$ cat src/rtl/load_if.sv
// load_if: request, memory-read and register-write signals of load_unit
interface load_if;
   logic        req_valid;
   logic        req_ready;
   logic [31:0] req_addr;
   logic [2:0]  req_funct3;
   logic [4:0]  req_rd;
   logic        mem_rd_valid;
   logic        mem_rd_ready;
   logic [31:0] mem_addr;
   logic        mem_resp_valid;
   logic [31:0] mem_resp_data;
   logic        wr_enable;
   logic [4:0]  wr_address;
   logic [31:0] wr_data;
   logic [2:0]  write_pattern;
   logic        busy;
   logic        load_err;
   modport master (
      input  req_valid, req_addr, req_funct3, req_rd, mem_rd_ready, mem_resp_valid, mem_resp_data,
      output req_ready, mem_rd_valid, mem_addr, wr_enable, wr_address, wr_data, write_pattern, busy, load_err
   );
   modport slave (
      output req_valid, req_addr, req_funct3, req_rd, mem_rd_ready, mem_resp_valid, mem_resp_data,
      input  req_ready, mem_rd_valid, mem_addr, wr_enable, wr_address, wr_data, write_pattern, busy, load_err
   );
endinterface

$ cat src/rtl/load_unit.sv
// load_unit: RV32I load FSM (IDLE/REQ/WAIT/WB); define MISALIGN_CHECK_EN to reject misaligned LH/LHU/LW
module load_unit (
   input  logic   clk,
   input  logic   reset_n,
   load_if.master bus
);
   localparam logic [2:0] REG_WRITE_BYTE_SIGNED   = 3'd1;
   localparam logic [2:0] REG_WRITE_HALF_SIGNED   = 3'd2;
   localparam logic [2:0] REG_WRITE_WORD          = 3'd3;
   localparam logic [2:0] REG_WRITE_BYTE_UNSIGNED = 3'd4;
   localparam logic [2:0] REG_WRITE_HALF_UNSIGNED = 3'd5;
   typedef enum logic [1:0] {IDLE, REQ, WAIT, WB} state_t;
   state_t      state, state_nx;
   logic [31:0] addr, data, lane;
   logic [2:0]  funct3, pattern;
   logic [4:0]  rd;
   logic        legal, misaligned;
`ifdef MISALIGN_CHECK_EN
   assign misaligned = (bus.req_funct3[1:0] == 2'b01 && bus.req_addr[0]) ||
                       (bus.req_funct3 == 3'b010 && bus.req_addr[1:0] != 2'b00);
`else
   assign misaligned = 1'b0;
`endif
   assign legal = bus.req_funct3 inside {3'b000, 3'b001, 3'b010, 3'b100, 3'b101} && !misaligned;
   always_comb begin
      state_nx = state;
      case (state)
         IDLE:    state_nx = (bus.req_valid && legal) ? REQ : IDLE;
         REQ:     state_nx = bus.mem_rd_ready ? WAIT : REQ;
         WAIT:    state_nx = bus.mem_resp_valid ? WB : WAIT;
         default: state_nx = IDLE;
      endcase
   end
   always_ff @(posedge clk or negedge reset_n) begin
      if (!reset_n) begin
         state  <= IDLE;
         addr   <= '0;
         funct3 <= '0;
         rd     <= '0;
         data   <= '0;
      end else begin
         state <= state_nx;
         if (state == IDLE && bus.req_valid && legal) begin
            addr   <= bus.req_addr;
            funct3 <= bus.req_funct3;
            rd     <= bus.req_rd;
         end
         if (state == WAIT && bus.mem_resp_valid) data <= bus.mem_resp_data;
      end
   end
   // only legal funct3 values are ever captured, so the final arm is LHU
   assign pattern = funct3 == 3'b000 ? REG_WRITE_BYTE_SIGNED :
                    funct3 == 3'b001 ? REG_WRITE_HALF_SIGNED :
                    funct3 == 3'b010 ? REG_WRITE_WORD :
                    funct3 == 3'b100 ? REG_WRITE_BYTE_UNSIGNED : REG_WRITE_HALF_UNSIGNED;
   assign lane = funct3[1] ? data :
                 funct3[0] ? data >> {addr[1], 4'b0000} : data >> {addr[1:0], 3'b000};
   assign bus.req_ready     = reset_n && state == IDLE;
   assign bus.busy          = state != IDLE;
   assign bus.load_err      = state == IDLE && bus.req_valid && !legal;
   assign bus.mem_rd_valid  = state == REQ;
   assign bus.mem_addr      = {addr[31:2], 2'b00};
   assign bus.wr_enable     = state == WB && rd != 5'd0;
   assign bus.wr_address    = bus.wr_enable ? rd : 5'd0;
   assign bus.wr_data       = bus.wr_enable ? lane : 32'd0;
   assign bus.write_pattern = bus.wr_enable ? pattern : 3'd0;
endmodule

$ cat src/flat_wrapper.sv
// flat-port wrapper written by rule: the top's interface ports become plain ports
module load_unit_flat 
  (clk, reset_n, bus_req_valid, bus_req_addr, bus_req_funct3, bus_req_rd, bus_mem_rd_ready, bus_mem_resp_valid, bus_mem_resp_data, bus_req_ready, bus_mem_rd_valid, bus_mem_addr, bus_wr_enable, bus_wr_address, bus_wr_data, bus_write_pattern, bus_busy, bus_load_err);
  load_if bus_i ();
  input  logic clk;
  input  logic reset_n;
  input wire logic [$bits(bus_i.req_valid)-1:0] bus_req_valid;
  input wire logic [$bits(bus_i.req_addr)-1:0] bus_req_addr;
  input wire logic [$bits(bus_i.req_funct3)-1:0] bus_req_funct3;
  input wire logic [$bits(bus_i.req_rd)-1:0] bus_req_rd;
  input wire logic [$bits(bus_i.mem_rd_ready)-1:0] bus_mem_rd_ready;
  input wire logic [$bits(bus_i.mem_resp_valid)-1:0] bus_mem_resp_valid;
  input wire logic [$bits(bus_i.mem_resp_data)-1:0] bus_mem_resp_data;
  output wire logic [$bits(bus_i.req_ready)-1:0] bus_req_ready;
  output wire logic [$bits(bus_i.mem_rd_valid)-1:0] bus_mem_rd_valid;
  output wire logic [$bits(bus_i.mem_addr)-1:0] bus_mem_addr;
  output wire logic [$bits(bus_i.wr_enable)-1:0] bus_wr_enable;
  output wire logic [$bits(bus_i.wr_address)-1:0] bus_wr_address;
  output wire logic [$bits(bus_i.wr_data)-1:0] bus_wr_data;
  output wire logic [$bits(bus_i.write_pattern)-1:0] bus_write_pattern;
  output wire logic [$bits(bus_i.busy)-1:0] bus_busy;
  output wire logic [$bits(bus_i.load_err)-1:0] bus_load_err;
  assign bus_i.req_valid = bus_req_valid;
  assign bus_i.req_addr = bus_req_addr;
  assign bus_i.req_funct3 = bus_req_funct3;
  assign bus_i.req_rd = bus_req_rd;
  assign bus_i.mem_rd_ready = bus_mem_rd_ready;
  assign bus_i.mem_resp_valid = bus_mem_resp_valid;
  assign bus_i.mem_resp_data = bus_mem_resp_data;
  assign bus_req_ready = bus_i.req_ready;
  assign bus_mem_rd_valid = bus_i.mem_rd_valid;
  assign bus_mem_addr = bus_i.mem_addr;
  assign bus_wr_enable = bus_i.wr_enable;
  assign bus_wr_address = bus_i.wr_address;
  assign bus_wr_data = bus_i.wr_data;
  assign bus_write_pattern = bus_i.write_pattern;
  assign bus_busy = bus_i.busy;
  assign bus_load_err = bus_i.load_err;
  load_unit u_core (.clk(clk), .reset_n(reset_n), .bus(bus_i));
endmodule
$ cat config.mk
export PLATFORM = sky130hd
export DESIGN_NAME = load_unit_flat
export DESIGN_NICKNAME = d
export VERILOG_FILES = /design/src/rtl/load_if.sv /design/src/rtl/load_unit.sv /design/src/flat_wrapper.sv
export SDC_FILE = /design/constraint.sdc
export NUM_CORES = 1
export LEC_CHECK = 0
export CORE_MARGIN = 3
export CORE_UTILIZATION = 47
export DETAILED_ROUTE_END_ITERATION = 8
export GPL_ROUTABILITY_DRIVEN = 0
export GPL_TIMING_DRIVEN = 0
export PLACE_DENSITY_LB_ADDON = 0.15
export SLEW_MARGIN = 20
export SYNTH_ARGS = -nofsm -noshare
export SYNTH_HDL_FRONTEND = slang
export SYNTH_SLANG_ARGS = --single-unit
$ cat constraint.sdc
create_clock -name clk -period 5.2 [get_ports clk]
set_clock_uncertainty 0.15 [all_clocks]
set_input_delay 0.52 -clock clk [delete_from_list [all_inputs] [get_ports clk]]
set_output_delay 0.52 -clock clk [all_outputs]
set_load 0.03 [all_outputs]
==> out/metrics.cfg <==
[sta]
timing.slew.headroom_pct=64.4
hold_violations=0
setup_viol=0
worst_slew_pin_slew_ns=0.532
rsz0062_at_grt=no
clock.fmax_mhz=301
fin_tns_setup_ns=0
finalWorstSetupSlack_ns=1.88
fin_hold_ws_ns=0.348
maxSlewViolCount=0
min_period_ns=3.32
min_period_over_period_pct=63.8

[run]
maxCapViolCount=0

[pwr]
worst_ir_drop_vdd_mv=0.341
p_leak_uw=0.00237
p_per_area_nw_per_um2=616

[worst_setup_path]
crit_type=flip-flop to output port
r2r_setup_slack_ns=3.35
cp-end-kind=output port
startpoint=u_core.addr[0]$_DFFE_PN0P_
start_kind=flip-flop
worst_r2r_path_depth=5
r2r_start=u_core.state[1]$_DFF_PN0_
reg2reg_to=u_core.data[1]$_DFFE_PN0P_
critPathArrivalTime_ns=2.65
critPathMaxFanout=10
crit_required_ns=4.53

[detailed_routing]
drt-vias-per-instance=5.23
drcViolationCount=0
num_vias=3020
ant_nets=0
wl_um=9110
drt_iter0_markers=269
routedWlPerCell_um=15.8
first_pass_iters=7

[outcome]
status=finished, final reports clean

[global_routing]
grt_start_max_net_pins=56
globalRoute.totalOverflow=0
grt_pass1_vias=3094
grt_pass1_wl_um=14800
antenna_found_initial=0
grt_usage_pct=21.6

[synthesis]
synth_top_area_share_pct=49.7
synth-seq-cells=74
synth_area_um2=3730
synth_area_leaders=dfrtp_1 (50%), mux2_2 (23%), buf_4 (7.1%)
yosysSeqAreaShare_pct=49.7
syn_inst=308
yosys_warnings=0
syn_avg_cell_area_um2=12.1
yosys.area.top_type=dfrtp_1
synth_cell_type_count=35

[clock_tree]
cts_setup_buffers=0
clockRootBuffer=clkbuf_8
cts.sinks=74
numCtsBuffers=9
clk_pin_slew_ns=0.08
clock_path_buffers=2
htree_levels=3
cts_tree=done
clk_latency_ns=0.34

[floorplanning]
die_y_um=95.0
io_pins=154
initial_utilization_pct=49.8
num_rows=31
dieWidth_um=95.0
die_area_um2=9030
core_um2=7490

[place]
dp_hpwl_um=7050
port_buffers=151
place_worst_setup_slack_ns=2.26

[final_layout]
final_layout_size_suffix_gt1_share_pct=30.3
finish.utilization_pct=74.9
syn_to_final_growth_pct=50.6
nFillCells=537
fin_nets=550
layout.cells.most_common=clkdlybuf4s50_1
n_antenna_cell=0
layout_common_cells=clkdlybuf4s50_1 (150), mux2_2 (77), dfrtp_1 (74), buf_4 (36), nor2_1 (29)

[hold_path]
hold-path-endpoint=u_core.addr[27]$_DFFE_PN0P_
hp-class=flip-flop to flip-flop
holdPathStages=1
min_from=u_core.addr[27]$_DFFE_PN0P_

[layout make-up]
type | instances | area, µm² | share of cell area [%]
sequential | 74 | 1850 | 33.0
multi-input combinational | 180 | 1510 | 26.8
buffer | 50 | 354 | 6.31
tap | 99 | 124 | 2.21
timing repair buffer | 153 | 1550 | 27.6
clock buffer | 11 | 131 | 2.34
clock inverter | 5 | 78.8 | 1.40
inverter | 5 | 18.8 | 0.335
[state kept, by name, summed over array words and instances (netlist names)]
name           count
u_core.state       2
u_core.addr       32
u_core.rd          5
u_core.data       32
u_core.funct3      3
[what timing repair did]
| item | 4_1_cts | 5_1_grt |
|---|---|---|
| gates resized for setup | 0 | 0 |
| hold buffers | 1 | 0 |
| endpoints found under the hold margin | 20 | 0 |
[cells by family (layout without fill, tap and decap cells)]
kind of cell | after synthesis | count (layout) | share of synthesized area (%)
flops | 74 | 74 | 49.7
simple gates | 64 | 64 | 8.36
compound gates | 33 | 33 | 7.49
xor+xnor | 2 | 2 | 0.470
mux | 79 | 79 | 23.9
other cells | 1 | 2 | 0.101
buf+inv | 55 | 224 | 10.0
[per-stage QoR]
step	total power, µW	instances	instance area [µm²]
after floorplan	2350	309	3730
after global placement	2930	559	5370
after detailed placement	2990	560	5390
after CTS	3480	577	5610
after global routing	3680	577	5610
final	3450	577	5610
[worst max-delay path: stages, from the launching register on]
cell	delay [ns]
dfrtp_1	0.40
nor2b_1	0.16
o21ai_1	0.32
clkbuf_1	0.44
a221oi_1	0.10
nor3_1	0.19
clkdlybuf4s50_1	0.71
[metal layers]
layer | GRT usage, % | part of all wire (%) | vias to the layer above | routed length (µm)
li1 | - | - | 1400 | -
met1 | 25.9 | 38 | 1447 | 3430
met2 | 34.8 | 49 | 154 | 4460
met3 | 7.42 | 11 | 19 | 1000
met4 | 10.5 | 2.4 | 0 | 216
met5 | 0 | 0 | - | 0
[where the power goes]
part	total [µW]	switching, µW	internal, µW
sequential	1100	227	870
clock	475	205	270
combinational	1880	902	979
[worst max path at each step]
stage	to	slack, ns	cells after the start
final	bus_wr_data[14]	1.88	6
after global routing	bus_wr_data[19]	1.70	7
after CTS	bus_wr_data[14]	1.86	6
after detailed placement	bus_wr_data[13]	2.26	6
after global placement	bus_req_ready	0.05	3
after floorplan	bus_wr_data[10]	2.66	6
[synth_stat cells, drive strengths merged]
| master | number |
|---|---|
| or4 | 1 |
| nand2b | 1 |
| xnor2 | 1 |
| clkbuf | 3 |
| mux2 | 79 |
| o211ai | 1 |
| a21oi | 4 |
| o21ai | 2 |
| dfrtp | 74 |
| inv | 5 |
| nand3 | 2 |
| conb | 1 |
| o311ai | 1 |
| nand2 | 3 |
| and2 | 9 |
| buf | 47 |
| a222oi | 8 |
| a22oi | 7 |
| nor3 | 10 |
| a21o | 1 |
| nor2b | 2 |
| and3 | 5 |
| xor2 | 1 |
| a221oi | 8 |
| a31oi | 1 |
| nor2 | 30 |
| nand4 | 1 |
(Power assumes the default switching activity.)
